## config.mk

```make
export PLATFORM = sky130hd
export DESIGN_NAME = mem_access_ctrl
export DESIGN_NICKNAME = d
export VERILOG_FILES = /design/src/rtl/mem_ctrl_pkg.sv /design/src/rtl/mem_timeout_cnt.sv /design/src/rtl/mem_access_ctrl.sv
export SDC_FILE = /design/constraint.sdc
export NUM_CORES = 1
export LEC_CHECK = 0
export ABC_AREA = 1
export BUFFER_PORTS_ARGS = -buffer_cell sky130_fd_sc_hd__buf_4
export CORE_MARGIN = 2
export CORE_UTILIZATION = 51
export CTS_BUF_LIST = sky130_fd_sc_hd__clkbuf_8
export DETAILED_ROUTE_END_ITERATION = 8
export GPL_TIMING_DRIVEN = 1
export PLACE_DENSITY = 0.82
export REMOVE_ABC_BUFFERS = 1
export SYNTH_ARGS = -nofsm -noshare
export SYNTH_HDL_FRONTEND = slang
export SYNTH_SLANG_ARGS = --single-unit
```

## constraint.sdc

```tcl
create_clock -name clk -period 2.1 [get_ports clk]
set_clock_uncertainty 0.2 [all_clocks]
set_input_delay 0.42 -clock clk [delete_from_list [all_inputs] [get_ports clk]]
set_output_delay 0.42 -clock clk [all_outputs]
set_load 0.01 [all_outputs]
```

## src/rtl/mem_ctrl_pkg.sv

```systemverilog
`default_nettype none
// ============================================================================
// Module   : mem_ctrl_pkg
// Brief    : Shared state encoding and sizing constants for the memory
//            access controller.
// Revision : 1.0 - initial release
// ============================================================================
package mem_ctrl_pkg;

  localparam int WORD_W      = 16;
  localparam int DEF_TIMEOUT = 64;
  localparam int DEF_CNT_W   = 7;

  typedef enum logic [2:0] {
    ST_IDLE   = 3'd0,
    ST_BUSY   = 3'd1,
    ST_RESP   = 3'd2,
    ST_DUMP   = 3'd3,
    ST_HALTED = 3'd4
  } state_t;

endpackage
`default_nettype wire

```

## src/rtl/mem_timeout_cnt.sv

```systemverilog
`default_nettype none
// ============================================================================
// Module   : mem_timeout_cnt
// Brief    : Counts BUSY cycles; tc flags the last cycle allowed before an
//            access is declared timed out.
// Revision : 1.0 - initial release
// ============================================================================
module mem_timeout_cnt #(
  parameter int TIMEOUT = 64,
  parameter int CNT_W   = 7
) (
  input  logic clk,
  input  logic rst,
  input  logic clear,
  input  logic enable,
  output logic tc
);

  localparam logic [CNT_W-1:0] C_TC_VAL = CNT_W'(TIMEOUT - 1);

  logic [CNT_W-1:0] r_cnt;

  always_ff @(posedge clk or negedge rst) begin
    if (!rst) begin
      r_cnt <= '0;
    end else if (clear) begin
      r_cnt <= '0;
    end else if (enable) begin
      r_cnt <= r_cnt + 1'b1;
    end
  end

  assign tc = (r_cnt == C_TC_VAL);

endmodule
`default_nettype wire

```

## src/rtl/mem_access_ctrl.sv

```systemverilog
`default_nettype none
// ============================================================================
// Module   : mem_access_ctrl
// Brief    : Converts single-cycle load/store requests into a held memory
//            handshake with stall, error response and a one-shot halt dump.
// Revision : 1.0 - initial release
// ============================================================================
module mem_access_ctrl
  import mem_ctrl_pkg::*;
#(
  parameter int TIMEOUT = DEF_TIMEOUT,
  parameter int CNT_W   = DEF_CNT_W
) (
  input  logic              clk,
  input  logic              rst,
  input  logic              req_valid,
  input  logic              req_wr,
  input  logic [WORD_W-1:0] req_addr,
  input  logic [WORD_W-1:0] req_wdata,
  input  logic              halt_in,
  output logic              mem_enable,
  output logic              mem_wr,
  output logic [WORD_W-1:0] mem_addr,
  output logic [WORD_W-1:0] mem_data_in,
  output logic              mem_createdump,
  input  logic [WORD_W-1:0] mem_data_out,
  input  logic              mem_done,
  output logic              stall_pipe,
  output logic              rsp_valid,
  output logic [WORD_W-1:0] rsp_data,
  output logic              rsp_err,
  output logic              halted
);

  state_t            r_state;
  state_t            w_next_state;
  logic              r_wr;
  logic [WORD_W-1:0] r_addr;
  logic [WORD_W-1:0] r_wdata;
  logic [WORD_W-1:0] r_data;
  logic              r_err;
  logic              w_tc;
  logic              w_busy;
  logic              w_accept;
  logic              w_aligned;

  assign w_busy    = (r_state == ST_BUSY);
  assign w_accept  = (r_state == ST_IDLE) && req_valid;
  assign w_aligned = ~req_addr[0];

  mem_timeout_cnt #(
    .TIMEOUT (TIMEOUT),
    .CNT_W   (CNT_W)
  ) u_timeout_cnt (
    .clk    (clk),
    .rst    (rst),
    .clear  (~w_busy),
    .enable (w_busy),
    .tc     (w_tc)
  );

  always_ff @(posedge clk or negedge rst) begin
    if (!rst) begin
      r_state <= ST_IDLE;
    end else begin
      r_state <= w_next_state;
    end
  end

  always_comb begin
    w_next_state   = r_state;
    mem_enable     = 1'b0;
    mem_wr         = 1'b0;
    mem_addr       = '0;
    mem_data_in    = '0;
    mem_createdump = 1'b0;
    stall_pipe     = 1'b0;
    rsp_valid      = 1'b0;
    rsp_data       = '0;
    rsp_err        = 1'b0;
    halted         = 1'b0;
    case (r_state)
      ST_IDLE: begin
        // rst gating keeps stall low while reset holds even if req_valid is high
        stall_pipe = req_valid & rst;
        if (req_valid) begin
          w_next_state = w_aligned ? ST_BUSY : ST_RESP;
        end else if (halt_in) begin
          w_next_state = ST_DUMP;
        end
      end
      ST_BUSY: begin
        mem_enable  = 1'b1;
        mem_wr      = r_wr;
        mem_addr    = r_addr;
        mem_data_in = r_wdata;
        stall_pipe  = 1'b1;
        if (mem_done || w_tc) begin
          w_next_state = ST_RESP;
        end
      end
      ST_RESP: begin
        rsp_valid    = 1'b1;
        rsp_data     = r_data;
        rsp_err      = r_err;
        w_next_state = ST_IDLE;
      end
      ST_DUMP: begin
        mem_createdump = 1'b1;
        w_next_state   = ST_HALTED;
      end
      ST_HALTED: begin
        halted = 1'b1;
      end
      default: begin
        w_next_state = ST_IDLE;
      end
    endcase
  end

  always_ff @(posedge clk or negedge rst) begin
    if (!rst) begin
      r_wr    <= 1'b0;
      r_addr  <= '0;
      r_wdata <= '0;
      r_data  <= '0;
      r_err   <= 1'b0;
    end else if (w_accept) begin
      if (w_aligned) begin
        r_wr    <= req_wr;
        r_addr  <= req_addr;
        r_wdata <= req_wdata;
      end else begin
        r_data <= '0;
        r_err  <= 1'b1;
      end
    end else if (w_busy) begin
      // done takes priority over a coincident timeout
      if (mem_done) begin
        r_data <= r_wr ? '0 : mem_data_out;
        r_err  <= 1'b0;
      end else if (w_tc) begin
        r_data <= '0;
        r_err  <= 1'b1;
      end
    end
  end

endmodule
`default_nettype wire
```

==> flow_summary_export.csv, run 1 <==
group,metric,value,unit
die,num_rows,27,
synthesis,synth_enable_flop_cells,0,
critical_path,crit_top_cell,"nor2_4",
routing,drtPass1Iterations,5,
sta,worst_slew_pin_slew,0.7274,ns
outcome,status,"complete, but fails checks",
power_and_ir_drop,cellPowerDensity,1246,nW/um^2
synthesis,synth_top_area_share,49.64,%
synthesis,netlist_area,2974,sq um
sta,finalCriticalPeriod,2.182,ns
cts,cts_made_buffers,9,
sta,setup_violations,40,
cells_and_area,final_cell_area,4034,sq um
cts,clk_pin_slew_worst_paths,0.06,ns
placed_design,hpwl,4987,um
critical_path,path_class,"flip-flop to output pin",
synthesis,synth-seq-cells,59,
die,dieWidth,80.37,um
routing,drt-initial-drc-count,248,
cts,insertion_delay,0.33,ns
sta,fmax,458.4,MHz
power_and_ir_drop,p_leak,2.217,nW
critical_path,crit_family,"simple AND/OR/NAND/NOR gates",
synthesis,ys.flop_type,"dfrtp_1",
cts,cts-root-buf,"clkbuf_8",
placed_design,place_area,3794,sq um
synthesis,async_reset_ff_share,100.0,%
placed_design,numPortBuffers,107,
cells_and_area,drive_gt1_share,29.72,%
critical_path,max_stage_delay,0.43,ns
die,io_pins,109,
synthesis,yosysTopAreaCell,"dfrtp_1",
synthesis,yosysMostFrequentCell,"nor2_1",
sta,relSlewSlack,51.50,%
global_route,grt_max_degree,60,
die,die_h,80.37,um
critical_path,slowest_stage,"dfrtp_1",
synthesis,synth_cell_types,28,
global_route,grt_overflow,0,
die,coreArea,5574,sq um
die,start_util,53.36,%
cts,clockBufferDepth,2,
routing,vias,2955,
global_route,grt_pass1_vias,2827,
routing,routed_wirelength,7448,um
synthesis,synth_seq_area_share,49.64,%
run,maxCapViolations,0,
global_route,grt_pass1_wl,12350,um
critical_path,endpoint_kind,"output pin",
routing,drc,0,
routing,vias_per_cell,5.184,
synthesis,syn_avg_cell_area,7.646,sq um
cts,ctsHoldBuffers,0,
sta,rsz0062_at_grt,"yes",
synthesis,yosys_warnings,0,
cells_and_area,fillers,441,
synthesis,synthTopCellsByArea,"dfrtp_1 50%, nor2_1 11%, a21oi_1 8.8%",
cells_and_area,syn_to_final_growth,35.63,%
power_and_ir_drop,p_total,0.005026,W
critical_path,worstPathArrival,1.56,ns
cts,cts_tree,"built",
cts,cts.sinks,59,
sta,timing.final.hold_violations,0,
cells_and_area,final_nets,548,
global_route,track_usage,24.55,%
routing,post_drt_wl_per_cell,13.07,um
worst_hold_path,hp-class,"input port to asynchronous set/reset pin",
synthesis,synthCells,389,
critical_path,critPathMaxFanout,38,
critical_path,startpoint_type,"flip-flop",
die,die_area,6459,sq um
critical_path,required,1.48,ns
cts,htreeDepth,3,
sta,min_period_over_period,103.9,%
routing,postRouteAntennaNets,0,
outcome,violations,"setup timing",
placed_design,place_congestion,0.8285,
cells_and_area,diodes,0,
critical_path,worstPathCellList,"nor2_4 > inv_1 > nor2_4 > inv_8 > nor2_1 > buf_4",
power_and_ir_drop,peakVddDrop,0.7509,mV
sta,fin_ws,-0.08155,ns
critical_path,cp.buffers_inverters,3,
global_route,antenna_found_initial,0,
synthesis,ys_top_cells_by_count,"89 x nor2_1, 59 x dfrtp_1, 58 x inv_1",
sta,maxSlewViolCount,0,
[where the power goes]
group | leakage (nW) | internal (W) | switching (W)
Clock | 0.103 | 0.000569 | 0.000438
Combinational | 1.41 | 0.000885 | 0.00137
Sequential | 0.708 | 0.00158 | 0.000189
[layout by cell type (no fill, tap or decap), types with 2 or more instances in the layout]
cell | synthesis | final
a21oi_1 | 52 | 52
buf_4 | 2 | 115
clkbuf_8 | 0 | 10
clkinv_2 | 0 | 3
dfrtp_1 | 59 | 57
dfrtp_2 | 0 | 2
inv_1 | 58 | 59
inv_2 | 4 | 2
nand2_1 | 46 | 46
nand3_1 | 19 | 19
nand3_4 | 2 | 2
nand4_1 | 17 | 17
nor2_1 | 89 | 87
nor2_2 | 1 | 2
nor2_4 | 2 | 3
nor3_1 | 4 | 3
o21ai_0 | 3 | 3
[metrics by stage]
stage | std cells | setup TNS, ns | hold WS [ns] | utilization (%) | worst slack [ns]
after floorplan | 366 | 0 | -0.07559 | - | 0.01766
after global placement | 552 | 0 | 0.2538 | 68.06 | 0.08181
after detailed placement | 552 | 0 | 0.2590 | 68.06 | 0.01097
after CTS | 570 | -0.2273 | 0.08397 | 72.28 | -0.02982
after global routing | 570 | -4.440 | 0.1178 | 72.37 | -0.1387
final | 570 | -2.051 | 0.06105 | 72.37 | -0.08155
[flip-flops by register name (all words and copies together) (netlist names)]
register             flops
r_err                    1
r_data                  16
r_state                  3
r_wr                     1
u_timeout_cnt.r_cnt      7
r_wdata                 16
r_addr                  15
[kinds of logic after synthesis]
| family | after synthesis | share of synthesized area [%] |
|---|---|---|
| and+or+nand+nor | 184 | 27.68 |
| adders and majority gates | 1 | 0.4206 |
| DFF | 59 | 49.64 |
| buffers and inverters | 86 | 12.20 |
| other | 1 | 0.1261 |
| AOI/OAI and AO/OA | 58 | 9.928 |
[repair_timing]
action                     CTS  global route
hold endpoints to repair     0             0
setup endpoints to repair   50            51
setup buffers                2             0
resized for setup            9             2
pin swaps                    1             0
gates cloned                 0             0
[layer usage]
layer	GRT usage (%)	vias up	part of all wire (%)
met1	32.32	1369	42
met3	6.067	11	9.4
li1	-	1425	-
met2	37.75	150	47
met4	12.37	0	1.6
met5	0	-	0
[final cells by class]
cell class	instances	area [sq um]	area share, %
well taps	72	90.09	2.233
flip-flops and latches	59	1479	36.66
repair buffers	116	874.6	21.68
clock buffers	10	137.6	3.412
clock inverters	6	56.30	1.396
inverters	63	246.5	6.110
multi-input cells	244	1150	28.50
[worst paths after layout]
| kind | startpoint | to | slack, ns | cells after the start |
|---|---|---|---|---|
| worst max-delay path | r_state[1] | mem_data_in[1] | -0.08 | 6 |
| max in group asynchronous | rst | r_state[0] | 1.13 | 2 |
| worst min-delay path | rst | r_data[8] | 0.06 | 2 |
| worst max register to register | u_timeout_cnt.r_cnt[0] | r_data[7] | 0.19 | 8 |
| min in group clk | req_wdata[9] | r_wdata[9] | 0.14 | 3 |
| worst min register to register | u_timeout_cnt.r_cnt[0] | u_timeout_cnt.r_cnt[0] | 0.27 | 1 |
Note: power is estimated with default switching activity, not from simulation.
==> run 2, diff against run 1 <==
Settings changed: CTS_CLUSTER_SIZE from default to 8.
Clock period 2.1 ns to 2.4 ns, I/O delays scaled along.
==> flow_summary_export.csv, run 2 (synthesis gave the netlist of run 1 again) <==
group,metric,value,unit
cells_and_area,syn_to_final_growth,36.98,%
power_and_ir_drop,cellPowerDensity,1134,nW/um^2
cts,htreeDepth,3,
sta,finalCriticalPeriod,2.329,ns
global_route,grt_max_degree,60,
cts,cts-root-buf,"clkbuf_8",
sta,setup_violations,0,
power_and_ir_drop,peakVddDrop,0.8138,mV
placed_design,hpwl,4826,um
sta,relSlewSlack,51.58,%
placed_design,place_area,3811,sq um
critical_path,endpoint_kind,"output pin",
cts,cts_tree,"built",
cts,cts.sinks,59,
sta,timing.final.hold_violations,0,
die,dieWidth,80.37,um
cells_and_area,drive_gt1_share,28.28,%
sta,maxSlewViolCount,0,
routing,vias_per_cell,4.986,
sta,rsz0062_at_grt,"no",
critical_path,worstPathArrival,1.65,ns
critical_path,startpoint_type,"flip-flop",
die,start_util,53.36,%
cells_and_area,final_nets,545,
placed_design,dp.cells,551,
power_and_ir_drop,p_leak,2.241,nW
cells_and_area,top_regs,"r_data: 16 flops, r_wdata: 16 flops, r_addr: 15 flops",
worst_hold_path,hp-class,"input port to asynchronous set/reset pin",
routing,drtPass1Iterations,5,
cells_and_area,final_common_cell,"buf_4",
global_route,track_usage,24.12,%
routing,post_drt_wl_per_cell,12.63,um
cells_and_area,fillers,424,
critical_path,critPathMaxFanout,18,
routing,postRouteAntennaNets,0,
cts,insertion_delay,0.33,ns
cells_and_area,diodes,0,
global_route,grt_overflow,0,
cells_and_area,final_cell_area,4074,sq um
critical_path,ff2ff_path_depth,7,
routing,drc,0,
sta,setup-tns-final,0,ns
global_route,grt_pass1_vias,2737,
routing,routed_wirelength,7161,um
critical_path,required,1.72,ns
sta,min_period_over_period,97.06,%
run,maxCapViolations,0,
critical_path,path_class,"flip-flop to output pin",
cts,clk_pin_slew_worst_paths,0.06,ns
cells_and_area,layout_common_cells,"111 x buf_4, 89 x nor2_1, 60 x inv_1",
sta,worst_slew_pin_slew,0.7264,ns
routing,vias,2827,
sta,fmax,429.3,MHz
cells_and_area,fin_cells,567,
cts,cts_made_buffers,9,
placed_design,place_congestion,0.7733,
die,io_pins,109,
placed_design,numPortBuffers,107,
routing,drt-initial-drc-count,165,
critical_path,r2r_setup_slack,0.42,ns
die,num_rows,27,
cts,clockBufferDepth,2,
die,die_h,80.37,um
die,coreArea,5574,sq um
global_route,grt_pass1_wl,11920,um
die,die_area,6459,sq um
outcome,status,"completed",
global_route,antenna_found_initial,0,
## run 2: through the flow
| stage | worst slack, ns | total power, W | utilization, % | hold WS [ns] |
|---|---|---|---|---|
| after detailed placement | 0.2791 | 0.003442 | 68.37 | 0.2580 |
| after CTS | 0.02713 | 0.004634 | 72.97 | 0.1258 |
| after global placement | 0.3071 | 0.003379 | 68.37 | 0.2515 |
| after global routing | 0.01068 | 0.004939 | 73.09 | 0.1680 |
| after floorplan | 0.2577 | 0.002609 | - | -0.01559 |
| final | 0.07058 | 0.004618 | 73.09 | 0.09448 |
## run 2: cell type report
| class | count | area [sq um] | area share, % |
|---|---|---|---|
| Clock inverter | 7 | 132.6 | 3.256 |
| Multi-Input combinational cell | 244 | 1140 | 27.98 |
| Inverter | 63 | 236.5 | 5.805 |
| Sequential cell | 59 | 1478 | 36.27 |
| Clock buffer | 9 | 123.9 | 3.041 |
| Timing Repair Buffer | 113 | 873.3 | 21.44 |
| Tap cell | 72 | 90.09 | 2.211 |
## run 2: metal layers
| layer | vias up | GRT usage [%] | wire length (um) |
|---|---|---|---|
| met4 | 0 | 11.19 | 85 |
| met1 | 1283 | 29.90 | 3077 |
| met3 | 9 | 7.079 | 711 |
| met5 | - | 0 | 0 |
| met2 | 122 | 38.83 | 3287 |
| li1 | 1413 | - | - |
## run 2: final timing paths
kind                                   startpoint                      to
min in group clk                     req_addr[12]              r_addr[12]
setup / recovery                       r_state[0]              stall_pipe
hold reg to reg            u_timeout_cnt.r_cnt[0]  u_timeout_cnt.r_cnt[0]
max in group asynchronous                     rst              r_state[0]
hold / removal                                rst              r_data[14]
setup reg to reg                       r_state[0]              r_addr[14]
## run 2: what timing repair did
action                     in CTS  in global routing
setup endpoints to repair       0                 33
hold buffers                    0                  0
hold endpoints to repair        0                  0
setup buffers                   0                  0
gates resized for setup         0                  2
## run 2: worst max-delay path, stage by stage, from the launching register on
cell,delay (ns)
dfrtp_2,0.45
nor2_4,0.38
nand2_2,0.16
inv_2,0.11
nand2_1,0.05
nand2_1,0.06
buf_4,0.11
## run 2: report_power, final
group          internal [W]  total [W]  switching (W)
registers           0.00138    0.00154       0.000163
clock network      0.000786    0.00117       0.000389
logic              0.000761    0.00190        0.00114
